===== config.mk =====
export PLATFORM = sky130hd
export DESIGN_NAME = hazard_unit_flat
export DESIGN_NICKNAME = d
export VERILOG_FILES = /design/src/rtl/hazard_unit_if.sv /design/src/rtl/hazard_unit.sv /design/src/flat_wrapper.sv
export SDC_FILE = /design/constraint.sdc
export NUM_CORES = 1
export LEC_CHECK = 0
export ABC_AREA = 1
export BUFFER_PORTS_ARGS = -buffer_cell sky130_fd_sc_hd__buf_4
export CORE_ASPECT_RATIO = 1.5
export CORE_UTILIZATION = 44
export DETAILED_ROUTE_END_ITERATION = 8
export PLACE_DENSITY = 0.66
export SLEW_MARGIN = 10
export SYNTH_ARGS = -nofsm -noshare
export SYNTH_HDL_FRONTEND = slang
export SYNTH_SLANG_ARGS = --single-unit

===== constraint.sdc =====
create_clock -name clk -period 6.76 [get_ports clk]
set_input_delay 0.676 -clock clk [delete_from_list [all_inputs] [get_ports clk]]
set_output_delay 0.676 -clock clk [all_outputs]
set_load 0.05 [all_outputs]

===== src/rtl/hazard_unit_if.sv =====
// Decode-side connection of the hazard unit: the instruction in IF/ID, its
// redirect request, and the stall / flush / gated redirect returned to the pipe.
interface hazard_unit_if;
  logic [31:0] instrCode_IF;
  logic        instrValid_IF;
  logic        PC_SrcMuxSel;
  logic        stall;
  logic        flush_IF;
  logic        PC_SrcMuxSel_HZ;

  // Pipeline / decode side: presents the instruction, consumes the controls.
  modport master (
    output instrCode_IF,
    output instrValid_IF,
    output PC_SrcMuxSel,
    input  stall,
    input  flush_IF,
    input  PC_SrcMuxSel_HZ
  );

  // Hazard unit side.
  modport slave (
    input  instrCode_IF,
    input  instrValid_IF,
    input  PC_SrcMuxSel,
    output stall,
    output flush_IF,
    output PC_SrcMuxSel_HZ
  );
endinterface


===== src/rtl/hazard_unit.sv =====
// Stall / flush controller for the 5-stage RV32I core without forwarding.
// A three-entry shadow scoreboard follows destination registers through
// ID/EX, EX/MEM and MEM/WB; any read of an in-flight rd stalls decode.
module hazard_unit #(
  parameter int CNT_W = 32
) (
  input  logic             clk,
  input  logic             reset,
  hazard_unit_if.slave     hz,
  output logic [CNT_W-1:0] stallCount,
  output logic [CNT_W-1:0] flushCount,
  output logic             hazardError
);

  localparam logic [6:0] OP_R      = 7'b0110011;
  localparam logic [6:0] OP_I_ALU  = 7'b0010011;
  localparam logic [6:0] OP_LOAD   = 7'b0000011;
  localparam logic [6:0] OP_LUI    = 7'b0110111;
  localparam logic [6:0] OP_AUIPC  = 7'b0010111;
  localparam logic [6:0] OP_JAL    = 7'b1101111;
  localparam logic [6:0] OP_JALR   = 7'b1100111;
  localparam logic [6:0] OP_STORE  = 7'b0100011;
  localparam logic [6:0] OP_BRANCH = 7'b1100011;

  logic [6:0] opcode;
  logic [4:0] rd, rs1, rs2;
  logic       writes_rd, reads_rs1, reads_rs2;
  logic       hit_rs1, hit_rs2;
  logic       stall_int, redirect_hz;

  // Scoreboard entries, oldest last.
  logic       sb_ex_valid, sb_mem_valid, sb_wb_valid;
  logic [4:0] sb_ex_rd, sb_mem_rd, sb_wb_rd;

  logic [1:0] run_cnt;

  // funct3/funct7/immediate bits play no part in hazard detection.
  logic unused_instr_bits;
  assign unused_instr_bits = ^{hz.instrCode_IF[31:25], hz.instrCode_IF[14:12]};

  assign opcode = hz.instrCode_IF[6:0];
  assign rd     = hz.instrCode_IF[11:7];
  assign rs1    = hz.instrCode_IF[19:15];
  assign rs2    = hz.instrCode_IF[24:20];

  // Opcode decode into read/write usage; x0 never counts as either.
  always_comb begin
    writes_rd = 1'b0;
    reads_rs1 = 1'b0;
    reads_rs2 = 1'b0;
    case (opcode)
      OP_R:      begin writes_rd = 1'b1; reads_rs1 = 1'b1; reads_rs2 = 1'b1; end
      OP_I_ALU:  begin writes_rd = 1'b1; reads_rs1 = 1'b1; end
      OP_LOAD:   begin writes_rd = 1'b1; reads_rs1 = 1'b1; end
      OP_LUI:    writes_rd = 1'b1;
      OP_AUIPC:  writes_rd = 1'b1;
      OP_JAL:    writes_rd = 1'b1;
      OP_JALR:   begin writes_rd = 1'b1; reads_rs1 = 1'b1; end
      OP_STORE:  begin reads_rs1 = 1'b1; reads_rs2 = 1'b1; end
      OP_BRANCH: begin reads_rs1 = 1'b1; reads_rs2 = 1'b1; end
      default:   ;
    endcase
    if (rd == 5'd0)  writes_rd = 1'b0;
    if (rs1 == 5'd0) reads_rs1 = 1'b0;
    if (rs2 == 5'd0) reads_rs2 = 1'b0;
  end

  // Source-operand match against every in-flight writer, WB included since
  // the register file is written on that same edge.
  always_comb begin
    hit_rs1 = reads_rs1 &&
              ((sb_ex_valid  && sb_ex_rd  == rs1) ||
               (sb_mem_valid && sb_mem_rd == rs1) ||
               (sb_wb_valid  && sb_wb_rd  == rs1));
    hit_rs2 = reads_rs2 &&
              ((sb_ex_valid  && sb_ex_rd  == rs2) ||
               (sb_mem_valid && sb_mem_rd == rs2) ||
               (sb_wb_valid  && sb_wb_rd  == rs2));
  end

  // Stall outranks redirect: a branch still waiting on operands must not
  // steer the PC until the cycle its operands are clean.
  assign stall_int   = hz.instrValid_IF & (hit_rs1 | hit_rs2);
  assign redirect_hz = hz.PC_SrcMuxSel & hz.instrValid_IF & ~stall_int;

  assign hz.stall           = stall_int;
  assign hz.PC_SrcMuxSel_HZ = redirect_hz;
  assign hz.flush_IF        = redirect_hz;

  // Scoreboard shift; a stalled or bubble slot enters ID/EX as an invalid entry.
  always_ff @(posedge clk or posedge reset) begin
    if (reset) begin
      sb_ex_valid  <= 1'b0;
      sb_mem_valid <= 1'b0;
      sb_wb_valid  <= 1'b0;
      sb_ex_rd     <= 5'd0;
      sb_mem_rd    <= 5'd0;
      sb_wb_rd     <= 5'd0;
    end else begin
      sb_wb_valid  <= sb_mem_valid;
      sb_wb_rd     <= sb_mem_rd;
      sb_mem_valid <= sb_ex_valid;
      sb_mem_rd    <= sb_ex_rd;
      sb_ex_valid  <= hz.instrValid_IF & ~stall_int & writes_rd;
      sb_ex_rd     <= rd;
    end
  end

  // Free-running performance counters, wrapping at 2^CNT_W.
  always_ff @(posedge clk or posedge reset) begin
    if (reset) begin
      stallCount <= '0;
      flushCount <= '0;
    end else begin
      if (stall_int)   stallCount <= stallCount + CNT_W'(1);
      if (redirect_hz) flushCount <= flushCount + CNT_W'(1);
    end
  end

  // Watchdog: a stall run longer than the 3-cycle pipeline drain is a bug.
  always_ff @(posedge clk or posedge reset) begin
    if (reset) begin
      run_cnt     <= 2'd0;
      hazardError <= 1'b0;
    end else if (stall_int) begin
      if (run_cnt == 2'd3) hazardError <= 1'b1;
      else                 run_cnt     <= run_cnt + 2'd1;
    end else begin
      run_cnt <= 2'd0;
    end
  end

endmodule


===== src/flat_wrapper.sv =====
// flat-port wrapper written by rule: the top's interface ports become plain ports
module hazard_unit_flat 
#(
  parameter int CNT_W = 32
)
  (clk, reset, stallCount, flushCount, hazardError, hz_instrCode_IF, hz_instrValid_IF, hz_PC_SrcMuxSel, hz_stall, hz_flush_IF, hz_PC_SrcMuxSel_HZ);
  hazard_unit_if hz_i ();
  input  logic clk;
  input  logic reset;
  output logic [CNT_W-1:0] stallCount;
  output logic [CNT_W-1:0] flushCount;
  output logic hazardError;
  input wire logic [$bits(hz_i.instrCode_IF)-1:0] hz_instrCode_IF;
  input wire logic [$bits(hz_i.instrValid_IF)-1:0] hz_instrValid_IF;
  input wire logic [$bits(hz_i.PC_SrcMuxSel)-1:0] hz_PC_SrcMuxSel;
  output wire logic [$bits(hz_i.stall)-1:0] hz_stall;
  output wire logic [$bits(hz_i.flush_IF)-1:0] hz_flush_IF;
  output wire logic [$bits(hz_i.PC_SrcMuxSel_HZ)-1:0] hz_PC_SrcMuxSel_HZ;
  assign hz_i.instrCode_IF = hz_instrCode_IF;
  assign hz_i.instrValid_IF = hz_instrValid_IF;
  assign hz_i.PC_SrcMuxSel = hz_PC_SrcMuxSel;
  assign hz_stall = hz_i.stall;
  assign hz_flush_IF = hz_i.flush_IF;
  assign hz_PC_SrcMuxSel_HZ = hz_i.PC_SrcMuxSel_HZ;
  hazard_unit #(.CNT_W(CNT_W)) u_core (.clk(clk), .reset(reset), .hz(hz_i), .stallCount(stallCount), .flushCount(flushCount), .hazardError(hazardError));
endmodule

# After elaboration in Yosys (flattened, before gate mapping)
# Cells that the tools add are included.
# W data, S select, Z words.
dict set report word_totals {
  regBits 85
  inputBits 36
  out_inout_bits 68
  wordCells 64
}
dict set report op_classes {
  n_addsub 3
  n_eq_ne 17
  mux 8
  bitwise 7
  reduce_logical 19
}
# cell count
set op_table {}
lappend op_table {{$add A32 B1 Y32 const B} 2}
lappend op_table {{$eq A5 B5 Y1} 6}
lappend op_table {{$eq A7 B6 Y1 const B} 3}
lappend op_table {{$eq A7 B7 Y1 const B} 3}
lappend op_table {{$logic_not A5 Y1} 3}
lappend op_table {{$eq A7 B5 Y1 const B} 2}
lappend op_table {{$logic_and A1 B1 Y1} 8}
lappend op_table {{$eq A7 B2 Y1 const B} 1}
lappend op_table {{$reduce_or A7 Y1} 1}
lappend op_table {{$mux W1} 6}
lappend op_table {{$reduce_or A6 Y1} 1}
lappend op_table {{$and A1 B1 Y1} 5}
lappend op_table {{$logic_or A1 B1 Y1} 4}
lappend op_table {{$mux W2} 2}
lappend op_table {{$reduce_or A3 Y1} 1}
lappend op_table {{$add A2 B1 Y2 const B} 1}
lappend op_table {{$eq A2 B2 Y1 const B} 1}
lappend op_table {{$ne A2 B2 Y1 const B} 1}
lappend op_table {{$reduce_and A2 Y1} 1}
lappend op_table {{$not A1 Y1} 1}
lappend op_table {{$or A1 B1 Y1} 1}

# Longest topological paths before layout
# Gate-level depths: netlist (run 1).
dict set report logic_depth {
  word_depth 10
  mapped_depth 15
  depth_no_buf 13
}

# Least setup slack after synthesis (run 1)
# Ideal clock, no wire load.
dict set report synth_path {
  kind {input-to-output}
  from {in hz_instrCode_IF[1]}
  to {out hz_flush_IF}
  t_arrival_ps 2152
  required_time_ps 6084
  setup_slack_ps 3932
  path_stages 11
  path_buffers 2
  cell_sequence {nand2_1 > nor2_2 > nand2_1 > nand3_1 > nand2_1 > inv_2 > nand2_1 > nand4_1 > buf_2 > inv_1 > buf_4}
}
dict set report synth_between {
  elab_chain_len 9
  word_cells_on_any_way 18
  classes_between {eq/ne: 6; mux: 4; bitwise: 4; reduce/logical: 4}
}
# item line
set synth_rtl {}
lappend synth_rtl {{start: declaration} flat_wrapper.sv:13} ;# input wire logic [$bits(hz_i.instrCode_IF)-1:0] hz_instrCode_IF;
lappend synth_rtl {{$eq A7 B5 Y1 (tied with other cells)} hazard_unit.sv:51} ;# case (opcode)
lappend synth_rtl {{$reduce_or A6 Y1 (no line) or $reduce_or A3 Y1 (tied branches)} -}
lappend synth_rtl {{$mux W1} hazard_unit.sv:51}
lappend synth_rtl {{$mux W1, on equally long branches} {hazard_unit.sv:64, hazard_unit.sv:65}}
lappend synth_rtl {{$logic_and A1 B1 Y1, on equally long branches} {hazard_unit.sv:71, hazard_unit.sv:75}}
lappend synth_rtl {{$or A1 B1 Y1 (*)} hazard_unit.sv:83} ;# assign stall_int = hz.instrValid_IF & (hit_rs1 | hit_rs2);
lappend synth_rtl {{$and A1 B1 Y1 (*)} hazard_unit.sv:83}
lappend synth_rtl {{$not A1 Y1 (*)} hazard_unit.sv:84} ;# assign redirect_hz = hz.PC_SrcMuxSel & hz.instrValid_IF & ~stall_int;
lappend synth_rtl {{$and A1 B1 Y1 (*)} hazard_unit.sv:84}
lappend synth_rtl {{end: declaration} flat_wrapper.sv:17} ;# output wire logic [$bits(hz_i.flush_IF)-1:0] hz_flush_IF;
# Every way passes the cells marked *; elsewhere a longest branch is shown, timed or not.

# Worst setup path after layout (run 1)
dict set report layout_path {
  from {in hz_instrCode_IF[15]}
  to {out hz_stall}
}
dict set report layout_between {
  elab_chain_len 7
  word_cells_on_any_way 13
  classes_between {eq/ne: 3; mux: 1; bitwise: 2; reduce/logical: 7}
}
# item line
set layout_rtl {}
lappend layout_rtl {{$eq A5 B5 Y1, on equally long branches} {hazard_unit.sv:72, hazard_unit.sv:73}}
lappend layout_rtl {{$logic_and A1 B1 Y1, on equally long branches} {hazard_unit.sv:72, hazard_unit.sv:73}}
lappend layout_rtl {{$logic_or A1 B1 Y1} hazard_unit.sv:72} ;# ((sb_ex_valid && sb_ex_rd == rs1) ||
lappend layout_rtl {{$logic_or A1 B1 Y1} hazard_unit.sv:73} ;# (sb_mem_valid && sb_mem_rd == rs1) ||
lappend layout_rtl {{$logic_and A1 B1 Y1 (*)} hazard_unit.sv:71} ;# hit_rs1 = reads_rs1 &&
lappend layout_rtl {{$or A1 B1 Y1 (*)} hazard_unit.sv:83}
lappend layout_rtl {{$and A1 B1 Y1 (*)} hazard_unit.sv:83}
lappend layout_rtl {{end: declaration} flat_wrapper.sv:16} ;# output wire logic [$bits(hz_i.stall)-1:0] hz_stall;
# Marked as above.

==> results.toml, run 1 <==
[run_status]
outcome = "complete, no violations"

[logic_synthesis]
ys_warn_count = 0
syn-cell-area_sq_um = 5350
synth_seq_area_share_pct = 39.7
avgSynthCellArea_sq_um = 6.88
synth_top_area_cell = "dfrtp_1"
syn_nets = 817
synth_edf_count = 0
ys_seq_elements = 85
ys_types = 32
synth_top_area_share_pct = 39.7
synth_cells = 778
synthFlopType = "dfrtp_1"
ys_top_cells_by_area = "dfrtp_1, nand2_1, xor2_1"
async_reset_ff_share_pct = 100

[cts]
clock_path_buffers = 2
cts_hold_buf = 0
post_cts_buffers = 0
cts_max_level = 3
post_cts_resize_count = 0
cts_made_buffers = 9
clock_sinks = 85
worst_skew_pair.late_latency_ns = 0.34
cts_root_buffer = "clkbuf_16"
cts_tree = "yes"
cts.reportedPaths.clkPinSlew_ns = 0.06

[die]
placementRows = 49
fp.dieW_um = 92.0
fp.coreArea_sq_um = 11900
die_area_sq_um = 12600
die_h_um = 137
num_io_pins = 104
start_util_pct = 45.0

[detailed_routing]
drt-pass1-iter-count = 5
drt_iter0_drc = 258
vias = 5214
wirelength_um = 13900
wl_met2_um = 7470
drc = 0
antenna_left = 0
routedWlPerCell_um = 13.5
wl_met1_um = 5490
top_layer = "met4"
met3_length_um = 532
via_per_inst = 5.09

[sta]
slew_headroom_pct = 30.7
period_share_pct = 55.7
slew_violations = 0
rsz0062_at_grt = "no"
skew_ns = 0.00300
hold_viol = 0
period_needed_ns = 3.77
finalSetupViolCount = 0
fmax_ghz = 0.265
fin_setup_tns_ns = 0
max_slew.worst_pin.slew_ns = 1.04

[place]
gp_congestion = 0.924
io_buffer_count = 93
dp_hpwl_um = 10400
placed_cell_area_sq_um = 6150

[grt]
antenna_found_initial = 0
grt_pass1_vias = 5059
grt_max_degree = 73
grt_overflow = 0
grt_pass1_wl_um = 23400
grtUsageTotal_pct = 23.4

[critical_path]
r2r_slack_ns = 4.00
worstPathMaxFanout = 72
regToRegStartpoint = "u_core.sb_ex_rd[4]"
crit_arrival_ns = 3.09
critPathLaunchType = "input pin"
cp-end-kind = "output port"
r2r_end = "u_core.hazardError"
r2r_cells = 12
path_class = "in -> out"
worstPathRequired_ns = 6.08

[finish]
fill_cells = 1238
antenna_cells = 0
final_area_sq_um = 6440
syn_to_final_growth_pct = 20.3
nets = 906
drive_gt1_share_pct = 17.5

[hold_path]
hold_class = "in -> async"

[power_and_ir_drop]
total_power_uw = 1160
leakagePower_uw = 0.00337
power_density_nw_per_um2 = 181
irDropWorstVdd_mv = 0.125

[flow_run]
cap_violations = 0
through the flow:
step	worst slack, ns	cells	util, %	hold WS (ns)
6_report	2.99	1025	54.1	0.287
5_1_grt	2.73	1025	54.1	0.307
4_1_cts	2.96	1025	54.1	0.289
3_5_place_dp	2.96	1009	51.7	0.394
3_3_place_gp	2.99	1009	51.7	0.391
2_1_floorplan	3.89	778	-	0.374
placed cells by master (no fill, tap or decap):
cell / count
o32ai_1: 1
nand2_1: 327
nand3_2: 1
nand4_1: 11
xor2_1: 37
nor3_1: 28
clkinv_2: 3
nor2_1: 73
a31oi_1: 1
nor3_2: 6
nor2_2: 6
o21ai_1: 1
xnor2_1: 16
nand2_2: 11
nor3b_1: 3
nand3_1: 60
o21ai_0: 10
buf_4: 95
dfrtp_1: 85
ha_1: 3
a21oi_1: 2
inv_2: 15
clkbuf_16: 9
nand2_4: 1
clkinv_4: 2
mux2i_1: 1
clkinvlp_4: 2
inv_6: 1
or3_1: 1
nand3b_1: 4
inv_1: 55
clkbuf_8: 1
synth_stat cells (4+ instances only):
cell type / instances
buf_2: 10
nor2_2: 6
nand3_1: 60
inv_2: 15
xor2_1: 37
xnor2_1: 16
nor2_1: 73
nand2_2: 11
dfrtp_1: 85
o21ai_0: 10
inv_1: 56
nand3b_1: 4
nand2_1: 327
nand4_1: 11
nor3_1: 28
nor3_2: 6
logic make-up (layout without fill, tap and decap cells):
group                      count (synthesis)  count (layout)  synth area share (%)
muxes                                      1               1                 0.187
adders and majority gates                  3               3                 0.702
xor gates and xnor gates                  53              53                  8.67
DFF                                       85              85                  39.7
buffers and inverters                     89             183                  7.01
AOI/OAI and AO/OA                         15              15                  1.50
and+or+nand+nor                          532             532                  42.2
power by group:
| group | switching (uW) | total (uW) | internal [uW] |
|---|---|---|---|
| sequential | 21.7 | 546 | 524 |
| clock | 210 | 471 | 261 |
| combinational | 98.8 | 146 | 47.1 |
sequential cells by signal, indices dropped and copies added, names as in the netlist:
register	cells
u_core.run_cnt	2
u_core.sb_mem_rd	5
u_core.sb_mem_valid	1
u_core.sb_ex_valid	1
u_core.flushCount	32
u_core.sb_wb_valid	1
u_core.stallCount	32
u_core.sb_ex_rd	5
u_core.hazardError	1
u_core.sb_wb_rd	5
critical path, stage by stage:
cell and delay [ns]:
buf_4 0.11, inv_1 0.15, nand2_1 0.08, nand2_1 0.07
nor2_1 0.04, nand3_1 0.07, nand3_1 0.09, nand2_1 0.12
nand2_2 0.07, nand2_4 0.53, clkinv_2 0.64, buf_4 0.39
final cells by class:
cell class / instances / area [sq um] / area share [%]
clock buffers: 10 / 239 / 3.71
repair buffers: 95 / 713 / 11.1
flip-flops and latches: 85 / 2130 / 33.0
clock inverters: 6 / 46.3 / 0.719
inverters: 72 / 273 / 4.24
well taps: 153 / 191 / 2.97
multi-input cells: 604 / 2850 / 44.2
layer usage:
| layer | up-vias | track usage, % |
|---|---|---|
| li1 | 2603 | - |
| met1 | 2445 | 26.5 |
| met2 | 134 | 43.5 |
| met3 | 32 | 3.06 |
| met4 | 0 | 9.98 |
| met5 | - | 0 |
worst max-delay path by stage:
stage	from	to	slack, ns	cells past startpoint
final	hz_instrCode_IF[15]	hz_stall	2.99	12
after global routing	hz_instrCode_IF[15]	hz_stall	2.73	12
after CTS	hz_instrCode_IF[15]	hz_stall	2.96	12
after detailed placement	hz_instrCode_IF[15]	hz_stall	2.96	12
after global placement	hz_instrCode_IF[15]	hz_stall	2.99	12
after floorplan	reset	u_core.flushCount[0]	3.89	1
No activity file was read; power rests on OpenSTA's default activity.
==> run 2: changes to the inputs <==
Clock period 6.76 ns to 3.65 ns, I/O delays scaled along.
==> run 2 against run 1 <==
- die area is the same
- hold slack lost 0.15 ns
- first-iteration DRC count down 12%
- sequential share of layout area fell by 0.15 points
- cell area rose by 0.45%
- largest power group unchanged
- flip-flop and latch count stayed put
==> results.toml, run 2 (same netlist as run 1, synthesis figures left out) <==
[run_status]
outcome = "complete, no violations"

[finish]
final_util_pct = 54.4
nets = 909
drive_gt1_share_pct = 17.6
layout.cells.non_filler = 1027
antenna_cells = 0
final_cell_mix = "nand2_1, buf_4, dfrtp_1, nor2_1, nand3_1"
syn_to_final_growth_pct = 20.9
reg.largest.list = "u_core.flushCount (32), u_core.stallCount (32)"
final_common_cell = "nand2_1"

[sta]
fin_setup_tns_ns = 0
period_share_pct = 70.9
skew_ns = 0.00613
period_needed_ns = 2.59
finalSetupViolCount = 0
fmax_ghz = 0.386
slew_headroom_pct = 29.1
rsz0062_at_grt = "no"
hold_viol = 0
max_slew.worst_pin.slew_ns = 1.06
slew_violations = 0
fin_ws_ns = 1.06

[detailed_routing]
antenna_left = 0
routedWlPerCell_um = 14.0
via_per_inst = 5.07
drt-pass1-iter-count = 5
wirelength_um = 14400
vias = 5205
drt_iter0_drc = 226
drc = 0

[hold_path]
hold_class = "in -> async"

[die]
start_util_pct = 45.0
num_io_pins = 104
placementRows = 49
die_area_sq_um = 12600
die_h_um = 137
fp.coreArea_sq_um = 11900
fp.dieW_um = 92.0

[critical_path]
worstPathRequired_ns = 3.28
critPathLaunchType = "flop"
slowest_delay_ns = 0.48
worstPathMaxFanout = 11
path_class = "reg -> out"
path_common_cell = "nand2_1"
crit_arrival_ns = 2.22
path_cells = "inv_1 -> nand2_1 -> nand2_1 -> nor2_1 -> nand3_1 -> nand3_1 -> nand2_1 -> nand4_1 -> inv_1 -> buf_4"
critPathSlowestCell = "nand4_1"
cp-end-kind = "output port"

[cts]
cts_root_buffer = "clkbuf_16"
cts.reportedPaths.clkPinSlew_ns = 0.06
clock_sinks = 85
post_cts_buffers = 0
cts_hold_buf = 0
cts_tree = "yes"
post_cts_resize_count = 0
worst_skew_pair.late_latency_ns = 0.34
clock_path_buffers = 2
cts_made_buffers = 9
cts_max_level = 3

[place]
dp_hpwl_um = 10600
gp_congestion = 0.893
io_buffer_count = 93
place_ws_ns = 1.25
dp_cells = 1012

[grt]
grt_pass1_wl_um = 23800
grt_pass1_vias = 5085
antenna_found_initial = 0
grt_overflow = 0
grt_max_degree = 72
grtUsageTotal_pct = 23.9

[power_and_ir_drop]
leakagePower_uw = 0.00340
irDropWorstVdd_mv = 0.232
power_density_nw_per_um2 = 341

[flow_run]
cap_violations = 0
==> run 2: cell type report <==
| cell class | instances | area [sq um] |
|---|---|---|
| Clock inverter | 4 | 48.8 |
| Timing Repair Buffer | 98 | 736 |
| Multi-Input combinational cell | 604 | 2850 |
| Tap cell | 153 | 191 |
| Clock buffer | 11 | 243 |
| Sequential cell | 85 | 2130 |
| Fill cell | 1208 | 5430 |
| Inverter | 72 | 273 |
==> run 2: stage by stage <==
stage	hold slack [ns]	cell area, sq um	power (uW)
floorplan	0.374	5350	1200
global placement	0.390	6180	1300
detailed placement	0.391	6180	1300
CTS	0.125	6470	2230
global route	0.124	6470	2300
finish	0.136	6470	2210
==> run 2: where the power goes <==
| part | total, uW | internal (uW) | switching [uW] | leakage, uW |
|---|---|---|---|---|
| Clock | 920 | 544 | 376 | 0.000145 |
| Combinational | 274 | 88.1 | 186 | 0.00211 |
| Sequential | 1010 | 971 | 40.1 | 0.00114 |
| Total | 2210 | 1600 | 602 | 0.00340 |
==> run 2: critical path: cells and delay by family (launching register included) <==
kind | cells | cell delay, ns
and+or+nand+nor | 7 | 0.91
DFF | 1 | 0.43
buffers and inverters | 3 | 0.54
==> run 2: final timing paths <==
path	slack, ns	cells past startpoint	from	endpoint
max reg2reg	1.53	11	u_core.sb_ex_rd[4]	u_core.flushCount[24]
min	0.14	2	reset	u_core.flushCount[2]
min reg2reg	0.40	0	u_core.sb_ex_rd[3]	u_core.sb_mem_rd[3]
min in group clk	0.14	1	hz_instrCode_IF[11]	u_core.sb_ex_rd[4]
max	1.06	10	u_core.sb_ex_rd[4]	hz_PC_SrcMuxSel_HZ
max in group asynchronous	2.69	3	reset	u_core.stallCount[25]
==> run 2: per-layer routing <==
layer	vias to the layer above	track usage, %	wire [um]
li1	2606	-	-
met1	2427	27.0	5640
met2	149	44.2	7730
met3	23	4.00	705
met4	0	9.98	290
met5	-	0	0
